**src/rtl/hazard_pkg.sv**
```systemverilog
// Shared types and constants for the MIPS hazard unit: forward-select encoding
// and a helper that resolves M-over-W forwarding priority.
package hazard_pkg;

  typedef logic [1:0] fwdSel_t;

  localparam fwdSel_t FWD_RF  = 2'b00;
  localparam fwdSel_t FWD_WB  = 2'b01;
  localparam fwdSel_t FWD_MEM = 2'b10;

  // The M-stage result is younger than the W-stage one, so it wins.
  function automatic fwdSel_t fwdPick(input logic memHit, input logic wbHit);
    if (memHit)     return FWD_MEM;
    else if (wbHit) return FWD_WB;
    else            return FWD_RF;
  endfunction

endpackage

```
**src/rtl/hazard_ctrl_mc_if.sv**
```systemverilog
// Datapath <-> hazard unit bundle. master = datapath side, slave = hazard unit.
interface hazard_ctrl_mc_if
  import hazard_pkg::*;
#(
  parameter int REG_AW = 5,
  parameter int CNT_W  = 32
);
  logic [REG_AW-1:0] RsD, RtD, RsE, RtE;
  logic [REG_AW-1:0] WriteRegE, WriteRegM, WriteRegW;
  logic              RegWriteE, RegWriteM, RegWriteW;
  logic              MemtoRegE, MemtoRegM;
  logic              BranchD;
  logic              MdStartE, MdStartD, MdReadD;

  fwdSel_t           ForwardAE, ForwardBE;
  logic              ForwardAD, ForwardBD;
  logic              StallF, StallD, FlushE;
  logic              MdBusy;
  logic [CNT_W-1:0]  StallCnt, FlushCnt;

  modport master (
    output RsD, RtD, RsE, RtE, WriteRegE, WriteRegM, WriteRegW,
           RegWriteE, RegWriteM, RegWriteW, MemtoRegE, MemtoRegM,
           BranchD, MdStartE, MdStartD, MdReadD,
    input  ForwardAE, ForwardBE, ForwardAD, ForwardBD,
           StallF, StallD, FlushE, MdBusy, StallCnt, FlushCnt
  );

  modport slave (
    input  RsD, RtD, RsE, RtE, WriteRegE, WriteRegM, WriteRegW,
           RegWriteE, RegWriteM, RegWriteW, MemtoRegE, MemtoRegM,
           BranchD, MdStartE, MdStartD, MdReadD,
    output ForwardAE, ForwardBE, ForwardAD, ForwardBD,
           StallF, StallD, FlushE, MdBusy, StallCnt, FlushCnt
  );
endinterface

```
**src/rtl/md_busy_tracker.sv**
```systemverilog
// Down-counter tracking the in-flight multiply/divide op; a new start reloads
// the full latency even if the unit is still busy.
module md_busy_tracker #(
  parameter int MD_LAT = 4,
  localparam int CW    = $clog2(MD_LAT + 1)
) (
  input  logic          clk,
  input  logic          reset,
  input  logic          start,
  output logic          busy,
  output logic [CW-1:0] cnt
);

  logic [CW-1:0] cntReg, cntNext;

  always_comb begin
    cntNext = cntReg;
    if (start)
      cntNext = CW'(MD_LAT);
    else if (cntReg != '0)
      cntNext = cntReg - 1'b1;
  end

  always_ff @(posedge clk) begin
    if (reset) cntReg <= '0;
    else       cntReg <= cntNext;
  end

  assign cnt  = cntReg;
  assign busy = (cntReg != '0);

endmodule

```
**src/rtl/hazard_ctrl_mc.sv**
```systemverilog
// 5-stage MIPS hazard unit with forwarding, load-use/branch/MD stalls.
// Optional stall/flush perf counters are built when HAZ_PERF_CNT_EN is defined.
module hazard_ctrl_mc
  import hazard_pkg::*;
#(
  parameter int REG_AW = 5,
  parameter int MD_LAT = 4,
  parameter int CNT_W  = 32
) (
  input  logic           clk,
  input  logic           reset,
  hazard_ctrl_mc_if.slave hz
);

  localparam int MD_CW = $clog2(MD_LAT + 1);

  logic [REG_AW-1:0] srcE [2];
  logic [REG_AW-1:0] srcD [2];
  fwdSel_t           fwdE [2];
  logic [1:0]        fwdD, hitE, hitM, lwHit;
  logic              lwStall, branchStall, mdStall, stall;
  logic              mdBusy;
  logic [MD_CW-1:0]  mdCnt;

  assign srcE[0] = hz.RsE;
  assign srcE[1] = hz.RtE;
  assign srcD[0] = hz.RsD;
  assign srcD[1] = hz.RtD;

  // Index 0 is the Rs operand, index 1 the Rt operand; register 0 never matches.
  genvar gi;
  generate
    for (gi = 0; gi < 2; gi++) begin : gOperand
      assign fwdE[gi] = fwdPick(srcE[gi] != '0 && srcE[gi] == hz.WriteRegM && hz.RegWriteM,
                                srcE[gi] != '0 && srcE[gi] == hz.WriteRegW && hz.RegWriteW);
      assign fwdD[gi]  = srcD[gi] != '0 && srcD[gi] == hz.WriteRegM && hz.RegWriteM;
      assign hitE[gi]  = srcD[gi] != '0 && srcD[gi] == hz.WriteRegE && hz.RegWriteE;
      assign hitM[gi]  = srcD[gi] != '0 && srcD[gi] == hz.WriteRegM && hz.MemtoRegM;
      assign lwHit[gi] = srcD[gi] != '0 && srcD[gi] == hz.RtE;
    end
  endgenerate

  md_busy_tracker #(.MD_LAT(MD_LAT)) uMdTracker (
    .clk   (clk),
    .reset (reset),
    .start (hz.MdStartE),
    .busy  (mdBusy),
    .cnt   (mdCnt)
  );

  assign lwStall     = hz.MemtoRegE && (lwHit != 2'b00);
  assign branchStall = hz.BranchD && ((hitE != 2'b00) || (hitM != 2'b00));
  assign mdStall     = (hz.MdReadD || hz.MdStartD) && (hz.MdStartE || mdCnt != '0);
  assign stall       = !reset && (lwStall || branchStall || mdStall);

  assign hz.ForwardAE = fwdE[0];
  assign hz.ForwardBE = fwdE[1];
  assign hz.ForwardAD = fwdD[0];
  assign hz.ForwardBD = fwdD[1];
  assign hz.StallF    = stall;
  assign hz.StallD    = stall;
  assign hz.FlushE    = stall;
  assign hz.MdBusy    = !reset && mdBusy;

`ifdef HAZ_PERF_CNT_EN
  logic [CNT_W-1:0] stallCntReg, flushCntReg;

  // Saturating counters; StallD and FlushE are the same signal today but are
  // counted separately so they can diverge later.
  always_ff @(posedge clk) begin
    if (reset) begin
      stallCntReg <= '0;
      flushCntReg <= '0;
    end else begin
      if (hz.StallD && stallCntReg != '1) stallCntReg <= stallCntReg + 1'b1;
      if (hz.FlushE && flushCntReg != '1) flushCntReg <= flushCntReg + 1'b1;
    end
  end

  assign hz.StallCnt = stallCntReg;
  assign hz.FlushCnt = flushCntReg;
`else
  assign hz.StallCnt = {CNT_W{1'b0}};
  assign hz.FlushCnt = {CNT_W{1'b0}};
`endif

endmodule

```
**src/flat_wrapper.sv**
```systemverilog
// flat-port wrapper written by rule: the top's interface ports become plain ports
module hazard_ctrl_mc_flat import hazard_pkg::*;
#(
  parameter int REG_AW = 5,
  parameter int MD_LAT = 4,
  parameter int CNT_W  = 32
)
  (clk, reset, hz_RsD, hz_RtD, hz_RsE, hz_RtE, hz_WriteRegE, hz_WriteRegM, hz_WriteRegW, hz_RegWriteE, hz_RegWriteM, hz_RegWriteW, hz_MemtoRegE, hz_MemtoRegM, hz_BranchD, hz_MdStartE, hz_MdStartD, hz_MdReadD, hz_ForwardAE, hz_ForwardBE, hz_ForwardAD, hz_ForwardBD, hz_StallF, hz_StallD, hz_FlushE, hz_MdBusy, hz_StallCnt, hz_FlushCnt);
  hazard_ctrl_mc_if #(.REG_AW(REG_AW), .CNT_W(CNT_W)) hz_i ();
  input  logic clk;
  input  logic reset;
  input wire logic [$bits(hz_i.RsD)-1:0] hz_RsD;
  input wire logic [$bits(hz_i.RtD)-1:0] hz_RtD;
  input wire logic [$bits(hz_i.RsE)-1:0] hz_RsE;
  input wire logic [$bits(hz_i.RtE)-1:0] hz_RtE;
  input wire logic [$bits(hz_i.WriteRegE)-1:0] hz_WriteRegE;
  input wire logic [$bits(hz_i.WriteRegM)-1:0] hz_WriteRegM;
  input wire logic [$bits(hz_i.WriteRegW)-1:0] hz_WriteRegW;
  input wire logic [$bits(hz_i.RegWriteE)-1:0] hz_RegWriteE;
  input wire logic [$bits(hz_i.RegWriteM)-1:0] hz_RegWriteM;
  input wire logic [$bits(hz_i.RegWriteW)-1:0] hz_RegWriteW;
  input wire logic [$bits(hz_i.MemtoRegE)-1:0] hz_MemtoRegE;
  input wire logic [$bits(hz_i.MemtoRegM)-1:0] hz_MemtoRegM;
  input wire logic [$bits(hz_i.BranchD)-1:0] hz_BranchD;
  input wire logic [$bits(hz_i.MdStartE)-1:0] hz_MdStartE;
  input wire logic [$bits(hz_i.MdStartD)-1:0] hz_MdStartD;
  input wire logic [$bits(hz_i.MdReadD)-1:0] hz_MdReadD;
  output wire logic [$bits(hz_i.ForwardAE)-1:0] hz_ForwardAE;
  output wire logic [$bits(hz_i.ForwardBE)-1:0] hz_ForwardBE;
  output wire logic [$bits(hz_i.ForwardAD)-1:0] hz_ForwardAD;
  output wire logic [$bits(hz_i.ForwardBD)-1:0] hz_ForwardBD;
  output wire logic [$bits(hz_i.StallF)-1:0] hz_StallF;
  output wire logic [$bits(hz_i.StallD)-1:0] hz_StallD;
  output wire logic [$bits(hz_i.FlushE)-1:0] hz_FlushE;
  output wire logic [$bits(hz_i.MdBusy)-1:0] hz_MdBusy;
  output wire logic [$bits(hz_i.StallCnt)-1:0] hz_StallCnt;
  output wire logic [$bits(hz_i.FlushCnt)-1:0] hz_FlushCnt;
  assign hz_i.RsD = hz_RsD;
  assign hz_i.RtD = hz_RtD;
  assign hz_i.RsE = hz_RsE;
  assign hz_i.RtE = hz_RtE;
  assign hz_i.WriteRegE = hz_WriteRegE;
  assign hz_i.WriteRegM = hz_WriteRegM;
  assign hz_i.WriteRegW = hz_WriteRegW;
  assign hz_i.RegWriteE = hz_RegWriteE;
  assign hz_i.RegWriteM = hz_RegWriteM;
  assign hz_i.RegWriteW = hz_RegWriteW;
  assign hz_i.MemtoRegE = hz_MemtoRegE;
  assign hz_i.MemtoRegM = hz_MemtoRegM;
  assign hz_i.BranchD = hz_BranchD;
  assign hz_i.MdStartE = hz_MdStartE;
  assign hz_i.MdStartD = hz_MdStartD;
  assign hz_i.MdReadD = hz_MdReadD;
  assign hz_ForwardAE = hz_i.ForwardAE;
  assign hz_ForwardBE = hz_i.ForwardBE;
  assign hz_ForwardAD = hz_i.ForwardAD;
  assign hz_ForwardBD = hz_i.ForwardBD;
  assign hz_StallF = hz_i.StallF;
  assign hz_StallD = hz_i.StallD;
  assign hz_FlushE = hz_i.FlushE;
  assign hz_MdBusy = hz_i.MdBusy;
  assign hz_StallCnt = hz_i.StallCnt;
  assign hz_FlushCnt = hz_i.FlushCnt;
  hazard_ctrl_mc #(.REG_AW(REG_AW), .MD_LAT(MD_LAT), .CNT_W(CNT_W)) u_core (.clk(clk), .reset(reset), .hz(hz_i));
endmodule
```
**config.mk**
```make
export PLATFORM = sky130hd
export DESIGN_NAME = hazard_ctrl_mc_flat
export DESIGN_NICKNAME = d
export VERILOG_FILES = /design/src/rtl/hazard_pkg.sv /design/src/rtl/hazard_ctrl_mc_if.sv /design/src/rtl/md_busy_tracker.sv /design/src/rtl/hazard_ctrl_mc.sv /design/src/flat_wrapper.sv
export SDC_FILE = /design/constraint.sdc
export NUM_CORES = 1
export LEC_CHECK = 0
export ABC_AREA = 1
export BUFFER_PORTS_ARGS = -buffer_cell sky130_fd_sc_hd__buf_2
export CAP_MARGIN = 25
export CORE_MARGIN = 10
export CORE_UTILIZATION = 44
export CTS_CLUSTER_DIAMETER = 120
export DETAILED_ROUTE_END_ITERATION = 16
export PLACE_DENSITY = 0.88
export SLEW_MARGIN = 20
export SYNTH_ARGS = -nofsm -noshare
export SYNTH_HDL_FRONTEND = slang
export SYNTH_HIERARCHICAL = 1
export SYNTH_SLANG_ARGS = --single-unit
export TNS_END_PERCENT = 5
```
**constraint.sdc**
```tcl
create_clock -name clk -period 1.87 [get_ports clk]
set_input_delay 0.0935 -clock clk [delete_from_list [all_inputs] [get_ports clk]]
set_output_delay 0.0935 -clock clk [all_outputs]
set_load 0.05 [all_outputs]
```
==> impl_metrics.tcl <==
set metrics [dict create \
    status "completed" \
    r2r_start "u_core/uMdTracker/cnt[0]$_SDFFE_PP0P_" \
    instances_no_fill 359 \
    drc_errors 0 \
    totalWireLength_um 4171 \
    largest_reg_flops 3 \
    port-buffer-count 55 \
    grt_pass1_wl_um 6575 \
    worstPathRequired_ns 1.78 \
    fin_crit_ns 1.635 \
    dieHeight_um 79.34 \
    slew_headroom 0.5827 \
    finalNetCount 363 \
    fin_area_um2 1638 \
    max-cap-violations 0 \
    numCtsBuffers 3 \
    hold_slack_ns 0.08741 \
    dp_cells 355 \
    core_um2 3363 \
    setup_ws_ns 0.2350 \
    wire_per_inst_um 11.62 \
    ys_seq_elements 3 \
    postSynthAreaPerCell_um2 5.935 \
    firstDrtPassIters 4 \
    placed_area_um2 1612 \
    via_count 1475 \
    critPathMaxStageDelay_ns 0.33 \
    worstSkewPairLatency_ns 0.23 \
    clock_sinks 3 \
    reg2reg_depth 7 \
    cts_resized 0 \
    fin_util 0.4870 \
    io_pins 120 \
    critPathMaxFanout 5 \
    detail-route-antenna-nets 0 \
    p_per_area_nw_per_um2 488.3 \
    cts_tree "yes" \
    maxSlewViolCount 0 \
    reg2reg_slack_ns 0.64 \
    cp.arrival_ns 1.54 \
    antenna_found_initial 0 \
    multiInputGateArea_um2 1087 \
    critPathCaptureType "output pin" \
    setup_tns_ns 0 \
    regArea_um2 60.06 \
    grt_pass1_vias 1527 \
    holdCritPathClass "primary input to flip-flop" \
    fillers 378 \
    gp_congestion 0.8351 \
    cts_root_buffer "clkbuf_4" \
    drive_gt1_frac 0.2173 \
    worst_setup_path_start_kind "flip-flop" \
    antenna_cells 0 \
    cp_slowest_cell "dfxtp_1" \
    crit_chain "inv_1, ha_1, ha_1, inv_2, inv_1, nor2_1, buf_2" \
    timing.fmax_ghz 0.6116 \
    fp.dieArea_um2 6294 \
    initial_core_util 0.4606 \
    fin_skew_ns 0.004109 \
    synth_area_um2 1549 \
    crit_path_end "hz_MdBusy" \
    cts_buffer_depth 2 \
    seq_area_frac_synth 0.03877 \
    synth_cells 261 \
    grt_start_max_net_pins 7 \
    worstMarginPinSlew_ns 0.6202 \
    place_ws_ns 0.4667 \
    die_w_um 79.34 \
    grt_overflow 0 \
    row_count 21 \
    p_total_mw 0.7998 \
    ir_drop_mv 0.1759 \
    cts.reportedPaths.clkPinSlew_ns 0.04 \
    hold_buffers 0 \
    post-route-period-util 0.8743 \
    syn_to_final_growth_pct 5.735 \
    dp_hpwl_um 3814 \
    p_leak_nw 1.022 \
    yosysWarnings 6 \
    critical_path_class "flip-flop to output pin" \
    setup.worst_path.start "u_core/uMdTracker/cnt[0]$_SDFFE_PP0P_" \
    rsz0062_at_grt "no" \
    reg2reg_to "u_core/uMdTracker/cnt[2]$_SDFFE_PP0P_" \
    vias_per_cell 4.109 \
    post_cts_buffers 0 \
    hold_violations 0 \
    final_common_cell "conb_1" \
    drt_iter0_markers 67 \
    final_cell_mix "conb_1 (64), buf_2 (55), nand2_1 (55)" \
    synth_cell_types 25 \
    cts-htree-levels 1 \
    setup_viol 0 \
    track_usage 0.1219 \
]
==> layout make-up <==
cell class | instances | share of cell area
Sequential cell | 3 | 0.03667
Clock buffer | 4 | 0.01604
Inverter | 35 | 0.08021
Tap cell | 46 | 0.03514
Timing Repair Buffer | 55 | 0.1681
Multi-Input combinational cell | 216 | 0.6639
==> synth_stat cells <==
cell	n	share of area
nand3_2	1	0.0065
a21oi_1	2	0.0065
ha_1	3	0.024
conb_1	1	0.0024
o21ai_1	2	0.0065
nor4_1	3	0.012
nand2_1	55	0.13
nand3_1	5	0.016
inv_2	5	0.012
xnor2_1	19	0.11
nor3_1	1	0.0032
a21oi_2	1	0.0057
nor3_2	1	0.0065
buf_2	4	0.013
nor4_2	2	0.016
o21ai_0	4	0.013
o22ai_1	3	0.012
nor2_1	33	0.080
nand4_1	2	0.0081
a211oi_1	1	0.0048
inv_1	30	0.073
o2111ai_1	1	0.0057
buf_4	66	0.32
dfxtp_1	3	0.039
xor2_1	13	0.074
==> worst max-delay path: cells and delay by family, from the launching register on <==
family                     cells  cell delay, ns
adders and majority gates      2            0.46
buffers and inverters          4            0.45
DFF                            1            0.33
and+or+nand+nor                1            0.06
==> power breakdown <==
group	total (mW)	internal (mW)	switching (mW)	leakage, nW
Combinational	0.615	0.128	0.487	0.982
Sequential	0.0740	0.0697	0.00436	0.0248
Clock	0.111	0.0798	0.0312	0.0150
Total	0.800	0.278	0.522	1.02
==> how the worst min path moves through the flow <==
stage	start	to	slack, ns	cells past startpoint
floorplan	reset	u_core/uMdTracker/cnt[2]$_SDFFE_PP0P_	0.17	1
global route	reset	u_core/uMdTracker/cnt[2]$_SDFFE_PP0P_	0.09	2
CTS	reset	u_core/uMdTracker/cnt[2]$_SDFFE_PP0P_	0.08	2
finish	reset	u_core/uMdTracker/cnt[2]$_SDFFE_PP0P_	0.09	2
detailed placement	reset	u_core/uMdTracker/cnt[2]$_SDFFE_PP0P_	0.32	2
global placement	reset	u_core/uMdTracker/cnt[2]$_SDFFE_PP0P_	0.32	2
==> logic make-up after synthesis <==
| kind of cell | Yosys count | share of synthesized area |
|---|---|---|
| and+or+nand+nor | 103 | 0.2819 |
| AOI/OAI and AO/OA | 14 | 0.05413 |
| xor gates and xnor gates | 32 | 0.1809 |
| adders and majority gates | 3 | 0.02424 |
| buffers and inverters | 105 | 0.4176 |
| other | 1 | 0.002421 |
| DFF | 3 | 0.03877 |
==> per-layer routing <==
metal	part of all wire	vias to the layer above	global-route usage
met5	0	-	0
li1	-	767	-
met4	0	0	0.03047
met1	0.42	646	0.1310
met3	0.072	0	0.03491
met2	0.51	62	0.2268
Power figures use the tool's default switching activity.
